## config.mk

```make
export PLATFORM = sky130hd
export DESIGN_NAME = regfile_hilo
export DESIGN_NICKNAME = d
export VERILOG_FILES = /design/src/rtl/regfile_hilo_pkg.sv /design/src/rtl/regfile_hilo_rf_read_port.sv /design/src/rtl/regfile_hilo.sv
export SDC_FILE = /design/constraint.sdc
export NUM_CORES = 2
export LEC_CHECK = 0
export CAP_MARGIN = 30
export CORE_AREA = 2 2 280 337
export CTS_CLUSTER_DIAMETER = 80
export CTS_CLUSTER_SIZE = 25
export DETAILED_ROUTE_END_ITERATION = 8
export DIE_AREA = 0 0 282 339
export GPL_ROUTABILITY_DRIVEN = 0
export PLACE_DENSITY = 0.81
export SYNTH_ARGS = -nofsm -noshare
export SYNTH_HDL_FRONTEND = slang
export SYNTH_SLANG_ARGS = --single-unit
```

## constraint.sdc

```tcl
create_clock -name clk -period 42.7 [get_ports clk]
set_input_delay 4.27 -clock clk [delete_from_list [all_inputs] [get_ports clk]]
set_output_delay 4.27 -clock clk [all_outputs]
set_load 0.02 [all_outputs]
```

## src/rtl/regfile_hilo_pkg.sv

```systemverilog
// Shared constants and types for the GPR / HI-LO register file.
// Also used by writeback for link-register selection (REG_RA).
package regfile_hilo_pkg;

  localparam int DATA_W_DEFAULT = 32;
  localparam int ADDR_W_DEFAULT = 5;

  localparam logic [4:0] REG_ZERO = 5'd0;
  localparam logic [4:0] REG_RA   = 5'd31;

  typedef logic [ADDR_W_DEFAULT-1:0] reg_idx_t;

endpackage

```

## src/rtl/regfile_hilo_rf_read_port.sv

```systemverilog
// One combinational GPR read mux: index 0 reads as zero.
// Build with REGFILE_BYPASS_EN to return a same-cycle write instead of the stored value.
module rf_read_port
  import regfile_hilo_pkg::*;
#(
  parameter int DATA_W = DATA_W_DEFAULT,
  parameter int ADDR_W = ADDR_W_DEFAULT
) (
  input  logic [ADDR_W-1:0] addr,
  input  logic [DATA_W-1:0] regs [2**ADDR_W],
`ifdef REGFILE_BYPASS_EN
  input  logic              wrEn,
  input  logic [ADDR_W-1:0] wrAddr,
  input  logic [DATA_W-1:0] wrData,
`endif
  output logic [DATA_W-1:0] rdData
);

  always_comb begin
    rdData = regs[addr];
`ifdef REGFILE_BYPASS_EN
    if (wrEn && (wrAddr == addr)) rdData = wrData;
`endif
    // Zero check last so index 0 can never be bypassed.
    if (addr == ADDR_W'(REG_ZERO)) rdData = '0;
  end

endmodule

```

## src/rtl/regfile_hilo.sv

```systemverilog
// Architectural GPR file with two read ports plus HI/LO, async active-high reset.
// Optional same-cycle write-through bypass: define REGFILE_BYPASS_EN.
module regfile_hilo
  import regfile_hilo_pkg::*;
#(
  parameter int DATA_W = DATA_W_DEFAULT,
  parameter int ADDR_W = ADDR_W_DEFAULT
) (
  input  logic              clk,
  input  logic              rst,
  input  logic              RegWriteW,
  input  logic [ADDR_W-1:0] WriteRegW,
  input  logic [DATA_W-1:0] ResultW,
  input  logic              HiLoWriteW,
  input  logic [DATA_W-1:0] HiW,
  input  logic [DATA_W-1:0] LoW,
  input  logic [ADDR_W-1:0] RsD,
  input  logic [ADDR_W-1:0] RtD,
  output logic [DATA_W-1:0] RD1D,
  output logic [DATA_W-1:0] RD2D,
  output logic [DATA_W-1:0] HiD,
  output logic [DATA_W-1:0] LoD
);

  logic [DATA_W-1:0] regs [2**ADDR_W];
  logic [DATA_W-1:0] hiReg;
  logic [DATA_W-1:0] loReg;

  always_ff @(posedge clk or posedge rst) begin
    if (rst) begin
      for (int i = 0; i < 2**ADDR_W; i++) regs[i] <= '0;
      hiReg <= '0;
      loReg <= '0;
    end else begin
      if (RegWriteW && (WriteRegW != ADDR_W'(REG_ZERO))) regs[WriteRegW] <= ResultW;
      if (HiLoWriteW) begin
        hiReg <= HiW;
        loReg <= LoW;
      end
    end
  end

`ifdef REGFILE_BYPASS_EN
  // Bypass is gated by rst so reads stay zero while reset is held.
  logic bypassGpr;
  logic bypassHiLo;
  assign bypassGpr  = RegWriteW && !rst;
  assign bypassHiLo = HiLoWriteW && !rst;
  assign HiD = bypassHiLo ? HiW : hiReg;
  assign LoD = bypassHiLo ? LoW : loReg;
`else
  assign HiD = hiReg;
  assign LoD = loReg;
`endif

  rf_read_port #(.DATA_W(DATA_W), .ADDR_W(ADDR_W)) uReadRs (
    .addr   (RsD),
    .regs   (regs),
`ifdef REGFILE_BYPASS_EN
    .wrEn   (bypassGpr),
    .wrAddr (WriteRegW),
    .wrData (ResultW),
`endif
    .rdData (RD1D)
  );

  rf_read_port #(.DATA_W(DATA_W), .ADDR_W(ADDR_W)) uReadRt (
    .addr   (RtD),
    .regs   (regs),
`ifdef REGFILE_BYPASS_EN
    .wrEn   (bypassGpr),
    .wrAddr (WriteRegW),
    .wrData (ResultW),
`endif
    .rdData (RD2D)
  );

endmodule

```

==> results by stage <==
Clock network:
- Clock-pin slew was measured on the worst setup and hold paths at 0.08 ns.
- The buffer type at the clock tree root is sky130_fd_sc_hd__clkbuf_16.
- The number of buffers created by CTS is 52.
- The H-tree generated during clock tree synthesis spans 2 levels.
- After clock tree synthesis, the flow added hold-fix buffers numbering 0.
- The insertion delay to the later sink of the worst-skew pair is 0.69 ns.
- The number of setup buffers added after CTS is 0.
- The count of cells resized by post-cts repair is 0.
- The clock drives 1,088 sinks.
- TritonCTS built the clock tree.
- The maximum clock path buffer count is 3.

Die:
- The starting density of the core is 61.6%.
- After floorplanning, the core was divided into 122 placement rows.
- The die is 339 um tall.
- The die outline width is 282 um.
- The count of pins on the block boundary is 243.
- In this run the standard cell core region covers 92,000 um2.
- The floorplan step defined a die boundary enclosing 95,600 um2.

Synthesis:
- For this run, the register share of the synthesized area comes to 48.0%.
- The post-synthesis cell area is 56,700 um2.
- In the synthesized netlist the dominant register cell turns out to be sky130_fd_sc_hd__dfrtp_1.
- Counting flops with an async set or reset pin after synthesis yields a share of 100%.
- The post-synthesis average cell area is 15.3 um2.
- The synthesized net count is 3,833.
- During synthesis, Yosys emitted a total of 0 warnings.
- After synthesis the netlist holds a flip-flop and latch count of 1,088.
- Counting flops with a built-in enable in the synthesized netlist gives 0.
- Counting every instance in the synthesized netlist gives 3,718.
- The count of unique library cells instantiated by Yosys is 39.

GRT:
- For met3 alone, demand over resource in global routing was 11.3%.
- Global routing used 54.8% of the available met2 tracks.
- The initial antenna violation count came to 11.
- The aggregate global-route resource usage is 36.0%.
- For this run the aggregate overflow at the end of global routing stands at 0.
- The routing usage on met1 is 47.3%.
- After global routing, the most crowded layer is met2.
- Entering global routing, the biggest net connects 177 pins.
- The first-pass GRT wire length is 253,000 um.
- The number of global-route vias before repair is 38,000.

Layout:
- Once layout is complete, the utilization of the core stands at 66.9%.
- The count of antenna diodes in the layout is 0.
- The area added between synthesis and finish is 8.55%.
- Of the cells placed in the final design, the portion with a size suffix greater than 1 is 47.3%.
- The net total in the final layout is 3,808.

Worst setup path:
- STA classifies the critical path endpoint as an output port.
- The cell that appears most often on the critical path is sky130_fd_sc_hd__buf_4.
- The delay of the slowest cell on the worst path is 0.82 ns.
- The critical path is of the in2out type.
- The worst endpoint required time is 38.43 ns.
- The number of buffers and inverters on the critical path is 5.
- The highest-delay cell along the critical path is sky130_fd_sc_hd__buf_4.
- In this run the worst path has a maximum fanout of 38.
- The family with the most delay on the worst path is buffers and inverters.
- STA puts the critical path data arrival time at 8.80 ns.
- The category of the worst setup path launch point is an input pin.
- Walking the worst path, the cells encountered are buf_4 > buf_4 > nor2_4 > buf_4 > and3b_2 > buf_4 > a221o_1 > a31oi_1 > clkdlybuf4s50_1.

STA:
- Setup repair after global routing left no endpoint under its margin.
- The headroom to the max-slew limit is 25.6%.
- Setup violations remaining at the end of the flow were counted as 0.
- Based on the critical path, the design can be clocked at up to 0.0765 GHz.
- The transition time of the tightest slew-check pin is 1.11 ns.
- Hold is met by 0.401 ns.
- The number of hold violations in the final report is 0.
- The final critical path takes up 30.6% of the cycle.
- The smallest setup slack after layout is 29.63 ns.
- The clock skew is 0 ns.
- The minimum period implied by the final worst setup slack is 13.07 ns.
- The setup TNS is 0 ns.
- The total count of max-transition violations in the final report is 0.

Power:
- The internal portion of total power is 1.83 mW.
- The clock share of power is 22.8%.
- Power spread over the standard cell area amounts to 41.9 nW/um2.
- The worst-case IR drop observed on VDD is 0.0353 mV.
- For this design the static power due to leakage is 26.2 nW.
- The share of total power dissipated in combinational logic is 24.3%.
- In this run switching power makes up 29.0% of total power.
- The sequential power share is 52.9%.
- The analysis attributes to net switching a power of 0.750 mW.

Outcome:
- The run finished with clean final reports.

Route:
- In the final routed layout, each cell accounts on average for 34.4 um.
- The total detailed-routing wirelength is 170,000 um.
- The final antenna-violating net count is 0.
- The number of iterations in the first detailed-routing pass is 8.
- The detailed router placed 36,700 vias in this run.
- After the first detailed-routing iteration, the DRC count stood at 4,175.
- After detailed routing, the number of vias per cell comes to 7.41.
- For this run, design rule violations remaining after detail routing come to 0.

Placement:
- The count of buffers added on input and output ports is 242.
- Timing analysis after detailed placement gives a worst setup slack of 29.72 ns.
- Once detailed placement completed, the half-perimeter wirelength came to 99,500 um.

Run:
- The reported max-cap violation count is 0.

Hold path:
- The worst hold path belongs to the class reg2reg.
cells by family (layout without fill, tap and decap cells):
| logic type | count (synthesis) | count (layout) | synth area share, % |
|---|---|---|---|
| AND/OR/NAND/NOR | 140 | 140 | 1.23 |
| flip-flops | 1088 | 1088 | 48.0 |
| buffers and inverters | 431 | 427 | 3.67 |
| AO/OA/AOI/OAI | 331 | 331 | 4.33 |
| multiplexers | 1728 | 1728 | 42.8 |
sequential cells by signal (all words and copies together), names as in the netlist:
| register | count |
|---|---|
| regs | 1024 |
| HiD | 32 |
| LoD | 32 |
final timing paths:
| path | from | endpoint | slack [ns] | depth (start not counted) |
|---|---|---|---|---|
| max in group asynchronous | rst | regs[1019] | 35.12 | 8 |
| setup / recovery | RsD[1] | RD1D[14] | 29.63 | 9 |
| hold reg to reg | regs[1019] | regs[1019] | 0.40 | 0 |
| hold / removal | regs[1019] | regs[1019] | 0.40 | 0 |
| min in group asynchronous | rst | HiD[10] | 3.86 | 2 |
| setup reg to reg | regs[378] | regs[378] | 41.85 | 1 |
final cells by class:
| cell class | count | area [um2] |
|---|---|---|
| flip-flops and latches | 1088 | 27200 |
| inverters | 3 | 23.8 |
| clock inverters | 16 | 146 |
| fillers | 6440 | 30500 |
| well taps | 1240 | 1550 |
| repair buffers | 349 | 3590 |
| clock buffers | 59 | 1410 |
| multi-input cells | 2199 | 27600 |
power by group through the flow:
| stage | sequential, mW | combinational [mW] | clock, mW |
|---|---|---|---|
| after floorplan | 1.34 | 0.464 | 0 |
| after global placement | 1.36 | 0.597 | 0 |
| after detailed placement | 1.38 | 0.618 | 0 |
| after CTS | 1.36 | 0.621 | 0.594 |
| after global routing | 1.39 | 0.663 | 0.631 |
| final | 1.37 | 0.626 | 0.590 |
stage by stage:
step	total power, mW	instance area [um2]	instances
6_report	2.58	61600	4954
3_3_place_gp	1.96	59500	4852
4_1_cts	2.57	61300	4944
2_1_floorplan	1.80	56700	3718
5_1_grt	2.68	61600	4954
3_5_place_dp	2.00	59800	4869
cell usage after synthesis, drive strengths merged, types with 2 or more instances:
cell type / instances / area, um2
a211oi: 32 / 240
a221o: 32 / 320
a221oi: 43 / 377
a22oi: 64 / 480
a311oi: 32 / 280
a31oi: 32 / 200
and2: 2 / 12.5
and3b: 2 / 17.5
buf: 205 / 1230
clkbuf: 223 / 845
dfrtp: 1088 / 27200
inv: 3 / 11.3
mux2: 1088 / 12300
mux2i: 192 / 1920
mux4: 448 / 10100
nand2: 58 / 218
nand3: 2 / 10.0
nand3b: 4 / 30.0
nor2: 24 / 100
nor2b: 37 / 231
nor3b: 4 / 30.0
o2111ai: 21 / 184
o21ai: 75 / 375
or2: 2 / 12.5
cells in the final DEF, fill, tap and decap left out, types with 5 or more instances in the layout:
master,n
sky130_fd_sc_hd__a31oi_1,32
sky130_fd_sc_hd__buf_4,79
sky130_fd_sc_hd__dfrtp_1,1088
sky130_fd_sc_hd__nor2_4,19
sky130_fd_sc_hd__nor2_1,5
sky130_fd_sc_hd__nand2_1,43
sky130_fd_sc_hd__nor2b_4,5
sky130_fd_sc_hd__a221oi_1,43
sky130_fd_sc_hd__mux4_2,448
sky130_fd_sc_hd__nor2b_1,32
sky130_fd_sc_hd__o2111ai_1,21
sky130_fd_sc_hd__clkdlybuf4s50_1,231
sky130_fd_sc_hd__buf_8,8
sky130_fd_sc_hd__o21ai_0,50
sky130_fd_sc_hd__buf_16,12
sky130_fd_sc_hd__o21ai_1,25
sky130_fd_sc_hd__buf_2,10
sky130_fd_sc_hd__a221o_1,32
sky130_fd_sc_hd__clkbuf_16,56
sky130_fd_sc_hd__mux2_1,20
sky130_fd_sc_hd__mux2_2,1068
sky130_fd_sc_hd__a311oi_1,32
sky130_fd_sc_hd__a211oi_1,32
sky130_fd_sc_hd__nand2_2,15
sky130_fd_sc_hd__a22oi_1,64
sky130_fd_sc_hd__mux2i_1,192
sky130_fd_sc_hd__buf_12,6
sky130_fd_sc_hd__clkinv_2,7
routing by layer:
metal | wire [um] | vias to the layer above | share of wire [%]
met4 | 8990 | 20 | 5.3
met5 | 134 | - | 0.079
met3 | 20300 | 551 | 12
met2 | 79300 | 2319 | 47
met1 | 61600 | 19600 | 36
li1 | - | 14300 | -
(Power assumes the default switching activity.)
